===== src/rtl/tt_uart_pkg.sv =====
// rtl/tt_uart_pkg.sv - shared UART frame format constants and receiver state encoding
package tt_uart_pkg;

    typedef enum logic [2:0] {
        IDLE  = 3'd0,
        START = 3'd1,
        DATA  = 3'd2,
        STOP  = 3'd3,
        BREAK = 3'd4
    } uart_state_t;

    // Frame format shared by the receiver, the core and any future transmitter
    localparam int UART_CLK_DIV   = 4;
    localparam int UART_OS        = 16;
    localparam int UART_DATA_BITS = 8;

endpackage


===== src/rtl/tt_uart_rx_if.sv =====
// rtl/tt_uart_rx_if.sv - received-byte valid/ready handshake between receiver and core
interface tt_uart_rx_if
    import tt_uart_pkg::*;
#(
    parameter int DATA_BITS = UART_DATA_BITS
);

    logic [DATA_BITS-1:0] rx_data;
    logic                 rx_valid;
    logic                 rx_ready;

    modport master (
        output rx_data,
        output rx_valid,
        input  rx_ready
    );

    modport slave (
        input  rx_data,
        input  rx_valid,
        output rx_ready
    );

endinterface


===== src/rtl/tt_sync2.sv =====
// rtl/tt_sync2.sv - two-flop synchronizer with configurable reset value
module tt_sync2 #(
    parameter logic RESET_VAL = 1'b1
) (
    input  logic clk,
    input  logic rst_n,
    input  logic d,
    output logic q
);

    logic meta;

    always_ff @(posedge clk or negedge rst_n) begin
        if (!rst_n) begin
            meta <= RESET_VAL;
            q    <= RESET_VAL;
        end else begin
            meta <= d;
            q    <= meta;
        end
    end

endmodule


===== src/rtl/tt_uart_rx.sv =====
// rtl/tt_uart_rx.sv - 8N1 oversampling serial receiver feeding the core over valid/ready
module tt_uart_rx
    import tt_uart_pkg::*;
#(
    parameter int CLK_DIV   = UART_CLK_DIV,
    parameter int OS        = UART_OS,
    parameter int DATA_BITS = UART_DATA_BITS
) (
    input  logic         clk,
    input  logic         rst_n,
    input  logic         rx_pin,
    tt_uart_rx_if.master rx_if,
    output logic         frame_err,
    output logic         overrun,
    input  logic         err_clr,
    output logic         busy
);

    localparam int DIV_W  = (CLK_DIV > 1) ? $clog2(CLK_DIV) : 1;
    localparam int TICK_W = $clog2(OS);
    localparam int BIT_W  = $clog2(DATA_BITS + 1);

    localparam logic [DIV_W-1:0]  DIV_MAX  = DIV_W'(CLK_DIV - 1);
    localparam logic [TICK_W-1:0] HALF_MAX = TICK_W'(OS / 2 - 1);
    localparam logic [TICK_W-1:0] OS_MAX   = TICK_W'(OS - 1);
    localparam logic [BIT_W-1:0]  LAST_BIT = BIT_W'(DATA_BITS - 1);

    uart_state_t          state, state_next;
    logic                 rx_s;
    logic [DIV_W-1:0]     div_cnt;
    logic [TICK_W-1:0]    tick_cnt;
    logic [BIT_W-1:0]     bit_cnt;
    logic [DATA_BITS-1:0] shift_reg;
    logic [DATA_BITS-1:0] data_q;
    logic                 valid_q;
    logic                 tick;
    logic                 start_go;
    logic                 phase_end;
    logic                 shift_en;
    logic                 deliver;
    logic                 stop_bad;
    logic                 can_load;

    tt_sync2 #(.RESET_VAL(1'b1)) u_sync (
        .clk   (clk),
        .rst_n (rst_n),
        .d     (rx_pin),
        .q     (rx_s)
    );

    assign tick     = (div_cnt == DIV_MAX);
    assign busy     = (state != IDLE);
    assign can_load = !valid_q || rx_if.rx_ready;

    assign rx_if.rx_data  = data_q;
    assign rx_if.rx_valid = valid_q;

    always_ff @(posedge clk or negedge rst_n) begin
        if (!rst_n) begin
            state <= IDLE;
        end else begin
            state <= state_next;
        end
    end

    always_comb begin
        state_next = state;
        start_go   = 1'b0;
        phase_end  = 1'b0;
        shift_en   = 1'b0;
        deliver    = 1'b0;
        stop_bad   = 1'b0;
        case (state)
            IDLE: begin
                if (!rx_s) begin
                    state_next = START;
                    start_go   = 1'b1;
                end
            end
            START: begin
                // Mid start bit: a high line here was only a glitch
                if (tick && tick_cnt == HALF_MAX) begin
                    phase_end  = 1'b1;
                    state_next = rx_s ? IDLE : DATA;
                end
            end
            DATA: begin
                if (tick && tick_cnt == OS_MAX) begin
                    phase_end = 1'b1;
                    shift_en  = 1'b1;
                    if (bit_cnt == LAST_BIT) begin
                        state_next = STOP;
                    end
                end
            end
            STOP: begin
                if (tick && tick_cnt == OS_MAX) begin
                    phase_end = 1'b1;
                    if (rx_s) begin
                        deliver    = 1'b1;
                        state_next = IDLE;
                    end else begin
                        stop_bad   = 1'b1;
                        state_next = BREAK;
                    end
                end
            end
            BREAK: begin
                // Hold off until the line returns high so a stuck-low line cannot retrigger
                if (rx_s) begin
                    state_next = IDLE;
                end
            end
            default: state_next = IDLE;
        endcase
    end

    always_ff @(posedge clk or negedge rst_n) begin
        if (!rst_n) begin
            div_cnt  <= '0;
            tick_cnt <= '0;
            bit_cnt  <= '0;
        end else begin
            if (start_go || tick) begin
                div_cnt <= '0;
            end else begin
                div_cnt <= div_cnt + 1'b1;
            end

            if (start_go || phase_end) begin
                tick_cnt <= '0;
            end else if (tick) begin
                tick_cnt <= tick_cnt + 1'b1;
            end

            if (start_go) begin
                bit_cnt <= '0;
            end else if (shift_en) begin
                bit_cnt <= bit_cnt + 1'b1;
            end
        end
    end

    // Shifting in from the top leaves the first received bit in bit 0
    always_ff @(posedge clk or negedge rst_n) begin
        if (!rst_n) begin
            shift_reg <= '0;
        end else if (shift_en) begin
            shift_reg <= {rx_s, shift_reg[DATA_BITS-1:1]};
        end
    end

    always_ff @(posedge clk or negedge rst_n) begin
        if (!rst_n) begin
            data_q    <= '0;
            valid_q   <= 1'b0;
            overrun   <= 1'b0;
            frame_err <= 1'b0;
        end else begin
            frame_err <= stop_bad;

            if (deliver && can_load) begin
                data_q  <= shift_reg;
                valid_q <= 1'b1;
            end else if (valid_q && rx_if.rx_ready) begin
                valid_q <= 1'b0;
            end

            // A drop in the same cycle as err_clr keeps the flag set
            if (deliver && !can_load) begin
                overrun <= 1'b1;
            end else if (err_clr) begin
                overrun <= 1'b0;
            end
        end
    end

endmodule


===== src/flat_wrapper.sv =====
// flat-port wrapper written by rule: the top's interface ports become plain ports
module tt_uart_rx_flat import tt_uart_pkg::*;
#(
    parameter int CLK_DIV   = UART_CLK_DIV,
    parameter int OS        = UART_OS,
    parameter int DATA_BITS = UART_DATA_BITS
)
  (clk, rst_n, rx_pin, frame_err, overrun, err_clr, busy, rx_if_rx_data, rx_if_rx_valid, rx_if_rx_ready);
  tt_uart_rx_if #(.DATA_BITS(DATA_BITS)) rx_if_i ();
  input  logic clk;
  input  logic rst_n;
  input  logic rx_pin;
  output logic frame_err;
  output logic overrun;
  input  logic err_clr;
  output logic busy;
  output wire logic [$bits(rx_if_i.rx_data)-1:0] rx_if_rx_data;
  output wire logic [$bits(rx_if_i.rx_valid)-1:0] rx_if_rx_valid;
  input wire logic [$bits(rx_if_i.rx_ready)-1:0] rx_if_rx_ready;
  assign rx_if_rx_data = rx_if_i.rx_data;
  assign rx_if_rx_valid = rx_if_i.rx_valid;
  assign rx_if_i.rx_ready = rx_if_rx_ready;
  tt_uart_rx #(.CLK_DIV(CLK_DIV), .OS(OS), .DATA_BITS(DATA_BITS)) u_core (.clk(clk), .rst_n(rst_n), .rx_pin(rx_pin), .rx_if(rx_if_i), .frame_err(frame_err), .overrun(overrun), .err_clr(err_clr), .busy(busy));
endmodule

===== config.mk =====
export PLATFORM = sky130hd
export DESIGN_NAME = tt_uart_rx_flat
export DESIGN_NICKNAME = d
export VERILOG_FILES = /design/src/rtl/tt_uart_pkg.sv /design/src/rtl/tt_uart_rx_if.sv /design/src/rtl/tt_sync2.sv /design/src/rtl/tt_uart_rx.sv /design/src/flat_wrapper.sv
export SDC_FILE = /design/constraint.sdc
export NUM_CORES = 1
export LEC_CHECK = 0
export ABC_AREA = 0
export CORE_MARGIN = 10
export CORE_UTILIZATION = 25
export DETAILED_ROUTE_END_ITERATION = 6
export PLACE_DENSITY = 0.54
export SYNTH_ARGS = -nofsm -noshare
export SYNTH_HDL_FRONTEND = slang
export SYNTH_SLANG_ARGS = --single-unit

===== constraint.sdc =====
create_clock -name clk -period 1.5 [get_ports clk]
set_input_delay 0.45 -clock clk [delete_from_list [all_inputs] [get_ports clk]]
set_output_delay 0.45 -clock clk [all_outputs]
set_load 0.01 [all_outputs]

; Word level (Yosys, flattened, before mapping)
; Cells that the tools add are included.
[word_totals]
ff_bits = 34
inputBits = 5
output_inout_bits = 12
elab_cells = 75
[op_classes]
add_sub_neg = 3
eq_ne = 14
mux = 29
reduce_logical = 18
[op_table]
columns = op, n
row1 = 2-to-1 mux 3 bit, 7
row2 = 2-to-1 mux 4 bit, 4
row3 = one-hot mux 3 bit (5 select lines), 1
row4 = 2-to-1 mux 1 bit, 14
row5 = adder 4 x 1 -> 4 bit (second input constant), 2
row6 = equality test 4 x 3 -> 1 bit (second input constant), 2
row7 = inequality test 2 x 1 -> 1 bit (second input constant), 4
row8 = nonzero test 2 bit, 4
row9 = equality test 3 x 2 -> 1 bit (second input constant), 2
row10 = AND reduction 6 bit, 1
row11 = logical AND 1 bit, 5
row12 = equality test 4 bit (second input constant), 1
row13 = 2-to-1 mux 2 bit, 2
row14 = inequality test 2 bit (second input constant), 2
row15 = equality test 3 x 1 -> 1 bit (second input constant), 1
row16 = equality test 3 bit (second input constant), 1
row17 = zero test 3 bit, 1
row18 = logical OR 1 bit, 3
row19 = nonzero test 3 bit, 1
row20 = adder 2 x 1 -> 2 bit (second input constant), 1
row21 = equality test 2 bit (second input constant), 1
row22 = zero test 1 bit, 2
row23 = one-hot mux 1 bit (2 select lines), 1
row24 = OR reduction 2 bit, 1

; Depth between registers and ports, before layout
; Gate-level depths: netlist of run 1.
[logic_depth]
word_depth = 6
ltp_mapped = 6
depth_no_buf = 4

; Modules after synthesis
; A second synthesis of run 1 with hierarchy kept.
[hier_totals]
cells_unflattened = 121
area_unflattened_um2 = 1547.7
[by_module_without_submodules]
columns = module, n_inst, cells_each, area_each_um2, seq_area_each_um2
row1 = tt_uart_rx, 1, 119, 1495.2, 800.8
row2 = tt_sync2, 1, 2, 52.6, 52.6

; Least setup slack after synthesis of run 1
; No wires, ideal clock.
[synth_path]
kind = register to register
from = register u_core.tick_cnt[0]
to = register u_core.shift_reg[0]
setup_time_ns = 0.125
arrival_time_ns = 1.509
required_time_ns = 1.375
setup_slack_ns = -0.134
path_stages_with_launch = 6
n_path_buf = 1
period_less_slack_ns = 1.634
path_cell_list = dfrtp_1 -> ha_1 -> and4_2 -> buf_2 -> nand2_2 -> mux2_2
[synth_between]
elab_chain_cells = 4
[synth_lines]
columns = item, line
row1 = start: declaration, tt_uart_rx.sv:31  ; logic [TICK_W-1:0] tick_cnt;
row2 = start signal: assignment, tt_uart_rx.sv:133  ; tick_cnt <= tick_cnt + 1'b1;
row3 = equality test 4 bit, tt_uart_rx.sv:88  ; if (tick && tick_cnt == OS_MAX) begin
row4 = logical AND 1 bit, tt_uart_rx.sv:88
row5 = 2-to-1 mux 1 bit, tt_uart_rx.sv:88
row6 = 2-to-1 mux 1 bit, tt_uart_rx.sv:73  ; case (state)
row7 = end signal: assignment, tt_uart_rx.sv:149  ; shift_reg <= {rx_s, shift_reg[DATA_BITS-1:1]};
row8 = end: declaration, tt_uart_rx.sv:33  ; logic [DATA_BITS-1:0] shift_reg;
; Every way passes these cells.
; A chain may end at the register's enable or synchronous reset.

; Final worst setup path of run 1
[layout_path]
from = register u_core.state[0]
to = output busy
[layout_between]
elab_chain_cells = 1
[layout_lines]
columns = item, line
row1 = start: declaration, tt_uart_rx.sv:28  ; uart_state_t state, state_next;
row2 = start signal: assignment, tt_uart_rx.sv:62  ; state <= state_next;
row3 = nonzero test 3 bit, tt_uart_rx.sv:52  ; assign busy = (state != IDLE);
row4 = end: declaration, flat_wrapper.sv:16  ; output logic busy;
; Every way passes these cells.

==> run_results.csv, run 1 <==
group,metric,value,unit
timing,relSlewSlack,0.701,
logic_synthesis,synth_top_family_by_area,"simple AND/OR/NAND/NOR gates",
route,route.vias.total,1100,
die,core_region_area,5890,um^2
timing,finClkSkew,12.7,ps
timing,finalSetupViolations,13,
logic_synthesis,ys_dominant_reg_cell,"dfrtp_1",
worst_setup_path,cp_data_required_time,1050,ps
timing,fmax,617,MHz
clock_tree,clk_pin_slew,60,ps
cells_and_area,syn_to_final_growth,44.0,%
timing,maxSlewViolCount,0,
placement,detailed_place_hpwl,2240,um
worst_setup_path,endpoint_kind,"primary output",
global_routing,grt_pass1_wl,5610,um
route,drt.antenna.violating_nets,0,
min_path,min_path_type,"reg -> reg",
cells_and_area,drive_gt1_frac,0.454,
outcome,status,"finished, violations left",
timing,rsz0062_at_grt,"true",
run,max_cap_viol_count,0,
route,dr.pass1.iters,4,
logic_synthesis,synth-xor-area-share,0.0231,
die,die_h,97.8,um
logic_synthesis,syn-cell-area,1510,um^2
logic_synthesis,ys_ff_latch,34,
timing,finalCritPeriodShare,1.08,
die,die_w,97.8,um
worst_setup_path,crit_fanout,2,
logic_synthesis,syn_area_per_cell,12.9,um^2
die,rows,28,
clock_tree,htreeDepth,2,
route,vias_per_cell,4.62,
cells_and_area,fillers,571,
die,ioPinCount,17,
worst_setup_path,worstRegToRegCells,4,
global_routing,gr-total-overflow,0,
logic_synthesis,synth-simple-area-share,0.161,
worst_setup_path,path_class,"reg -> out",
timing,finalHoldViolCount,0,
min_path,hold_depth,0,
clock_tree,cts-root-buf,"clkbuf_8",
logic_synthesis,synth-edff-count,0,
cells_and_area,design_area,2180,um^2
worst_setup_path,reg2reg_to,"u_core.bit_cnt[3]",
placement,port_buffers,16,
min_path,hold_path_end,"u_core.u_sync.q",
route,wl,3430,um
die,dieArea,9570,um^2
clock_tree,cts_max_path_buffers,2,
global_routing,grt_max_degree,35,
power_and_ir_drop,power_leakage,0.00105,uW
clock_tree,cts_hold_buf,0,
die,start_util,0.257,
worst_setup_path,rrSetupSlack,-90,ps
global_routing,antenna_found_initial,0,
cells_and_area,num_antenna_cells,0,
route,wl_per_cell,14.4,um
logic_synthesis,syn_nets,125,
clock_tree,insertion_delay,290,ps
logic_synthesis,async_flop_share,1.00,
power_and_ir_drop,p_per_area,914,nW/um^2
timing,tightest_slew,442,ps
worst_setup_path,r2r-start,"u_core.state[2]",
logic_synthesis,seq_area_frac_synth,0.564,
logic_synthesis,synth_compound_area_frac,0.0678,
cells_and_area,layout_commonest_cell,"dfrtp_1",
route,drc,0,
global_routing,track_usage,0.0711,
route,drt_iter0_drc,46,
logic_synthesis,synth_mux_area_frac,0.126,
placement,globalplace.congestion,0.770,
worst_setup_path,cp.arrival,1170,ps
cells_and_area,final_cell_mix,"dfrtp_1 (32), buf_4 (23), mux2_4 (14), dlygate4sd2_1 (11), a21oi_1 (6)",
global_routing,first_global_vias,1132,
power_and_ir_drop,fin_total_pwr,1990,uW
logic_synthesis,synth_fa_ha_area_frac,0.0248,
logic_synthesis,synth_warnings,0,
worst_setup_path,start_kind,"flip-flop",
min_path,worstHoldStart,"u_core.u_sync.meta",
timing,fin_ws,-122,ps
outcome,violations,"negative setup slack",
clock_tree,tritoncts,"built",
logic_synthesis,netlist_instances,117,
timing,fin_crit,1620,ps
logic_synthesis,synthDistinctLibCells,35,
clock_tree,cts_num_sinks,34,
clock_tree,numCtsBuffers,5,
power_and_ir_drop,vdd_drop_max,0.000370,V
placement,placed_area,1930,um^2
cells_and_area,nets,170,
worst max path at each step:
| stage | start | end | slack, ps | cells past startpoint |
|---|---|---|---|---|
| after floorplan | u_core.div_cnt[0] | u_core.rx_if.rx_data[0] | -60 | 6 |
| after global placement | rx_if_rx_ready | u_core.rx_if.rx_data[3] | -280 | 4 |
| after detailed placement | rx_if_rx_ready | u_core.rx_if.rx_data[3] | -310 | 4 |
| after CTS | u_core.state[0] | busy | -130 | 2 |
| after global routing | u_core.state[1] | busy | -170 | 2 |
| final | u_core.state[0] | busy | -120 | 2 |
layout make-up:
| type | count | area [um^2] | area share |
|---|---|---|---|
| Multi-Input combinational cell | 75 | 757 | 0.347 |
| Clock buffer | 6 | 72.6 | 0.0333 |
| Sequential cell | 34 | 853 | 0.391 |
| Timing Repair Buffer | 43 | 383 | 0.176 |
| Tap cell | 75 | 93.8 | 0.0430 |
| Clock inverter | 2 | 10.0 | 0.00459 |
| Inverter | 3 | 11.3 | 0.00516 |
through the flow:
| step | setup slack, ps | setup TNS (ps) | hold slack [ps] | cells | utilization |
|---|---|---|---|---|---|
| after floorplan | -63.8 | -511 | 154 | 117 | - |
| after global routing | -166 | -1140 | 359 | 238 | 0.371 |
| after CTS | -129 | -475 | 357 | 232 | 0.352 |
| final | -122 | -495 | 356 | 238 | 0.371 |
| after global placement | -282 | -2600 | 349 | 221 | 0.328 |
| after detailed placement | -308 | -2930 | 348 | 221 | 0.328 |
per-layer routing:
layer,up-vias,GRT usage,share of wire
li1,515,-,-
met1,558,0.0836,0.45
met2,22,0.107,0.47
met3,5,0.0289,0.060
met4,0,0.0403,0.023
met5,-,0,0
power by group:
part / total (uW) / leakage, uW / switching, uW / internal (uW)
registers: 1030 / 0.000456 / 53.0 / 974
clock network: 639 / 0.0000450 / 318 / 321
logic: 327 / 0.000545 / 135 / 192
total: 1990 / 0.00105 / 506 / 1490
cells in the mapped netlist, drive strengths merged, types with 2 or more instances:
cell	instances	area [um^2]
o21ai	2	10.0
nor2	4	15.0
or4	3	22.5
nor3b	2	15.0
ha	3	37.5
dfrtp	32	801
xnor2	2	17.5
or3	2	15.0
nand4	4	55.1
a221oi	2	17.5
nand2	5	21.3
buf	5	40.0
nand3	4	20.0
dfstp	2	52.6
inv	3	11.3
nand2b	2	12.5
a21oi	9	45.0
o31ai	2	15.0
xor2	2	17.5
mux2	16	180
and4	2	18.8
worst max-delay path, cell delays in order, from the launching register on:
cell     delay (ps)
dfrtp_1         380
or3_4           380
buf_6           130
what timing repair did:
item | in CTS | in global routing
gates resized for setup | 22 | 18
setup endpoints to repair | 24 | 22
cloned | 0 | 0
setup buffers | 3 | 6
hold endpoints to repair | 0 | 0
pin swaps | 2 | 4
cell families (layout without fill, tap and decap cells):
family | after synthesis | after routing
buffers and inverters | 8 | 54
flip-flops | 34 | 34
multiplexers | 17 | 17
XOR/XNOR | 4 | 4
AND/OR/NAND/NOR | 34 | 34
AO/OA/AOI/OAI | 17 | 17
adder cells (fa/ha/maj) | 3 | 3
Power figures use the tool's default switching activity.
==> run 2, diff against run 1 <==
--- a/config.mk
+++ b/config.mk
@@ -9,6 +9,7 @@
 export CORE_MARGIN = 10
 export CORE_UTILIZATION = 25
 export DETAILED_ROUTE_END_ITERATION = 6
+export GPL_ROUTABILITY_DRIVEN = 1
 export PLACE_DENSITY = 0.54
 export SYNTH_ARGS = -nofsm -noshare
 export SYNTH_HDL_FRONTEND = slang
==> results of run 2 <==
Final layout, timing and power as in run 1 (identical DEF).
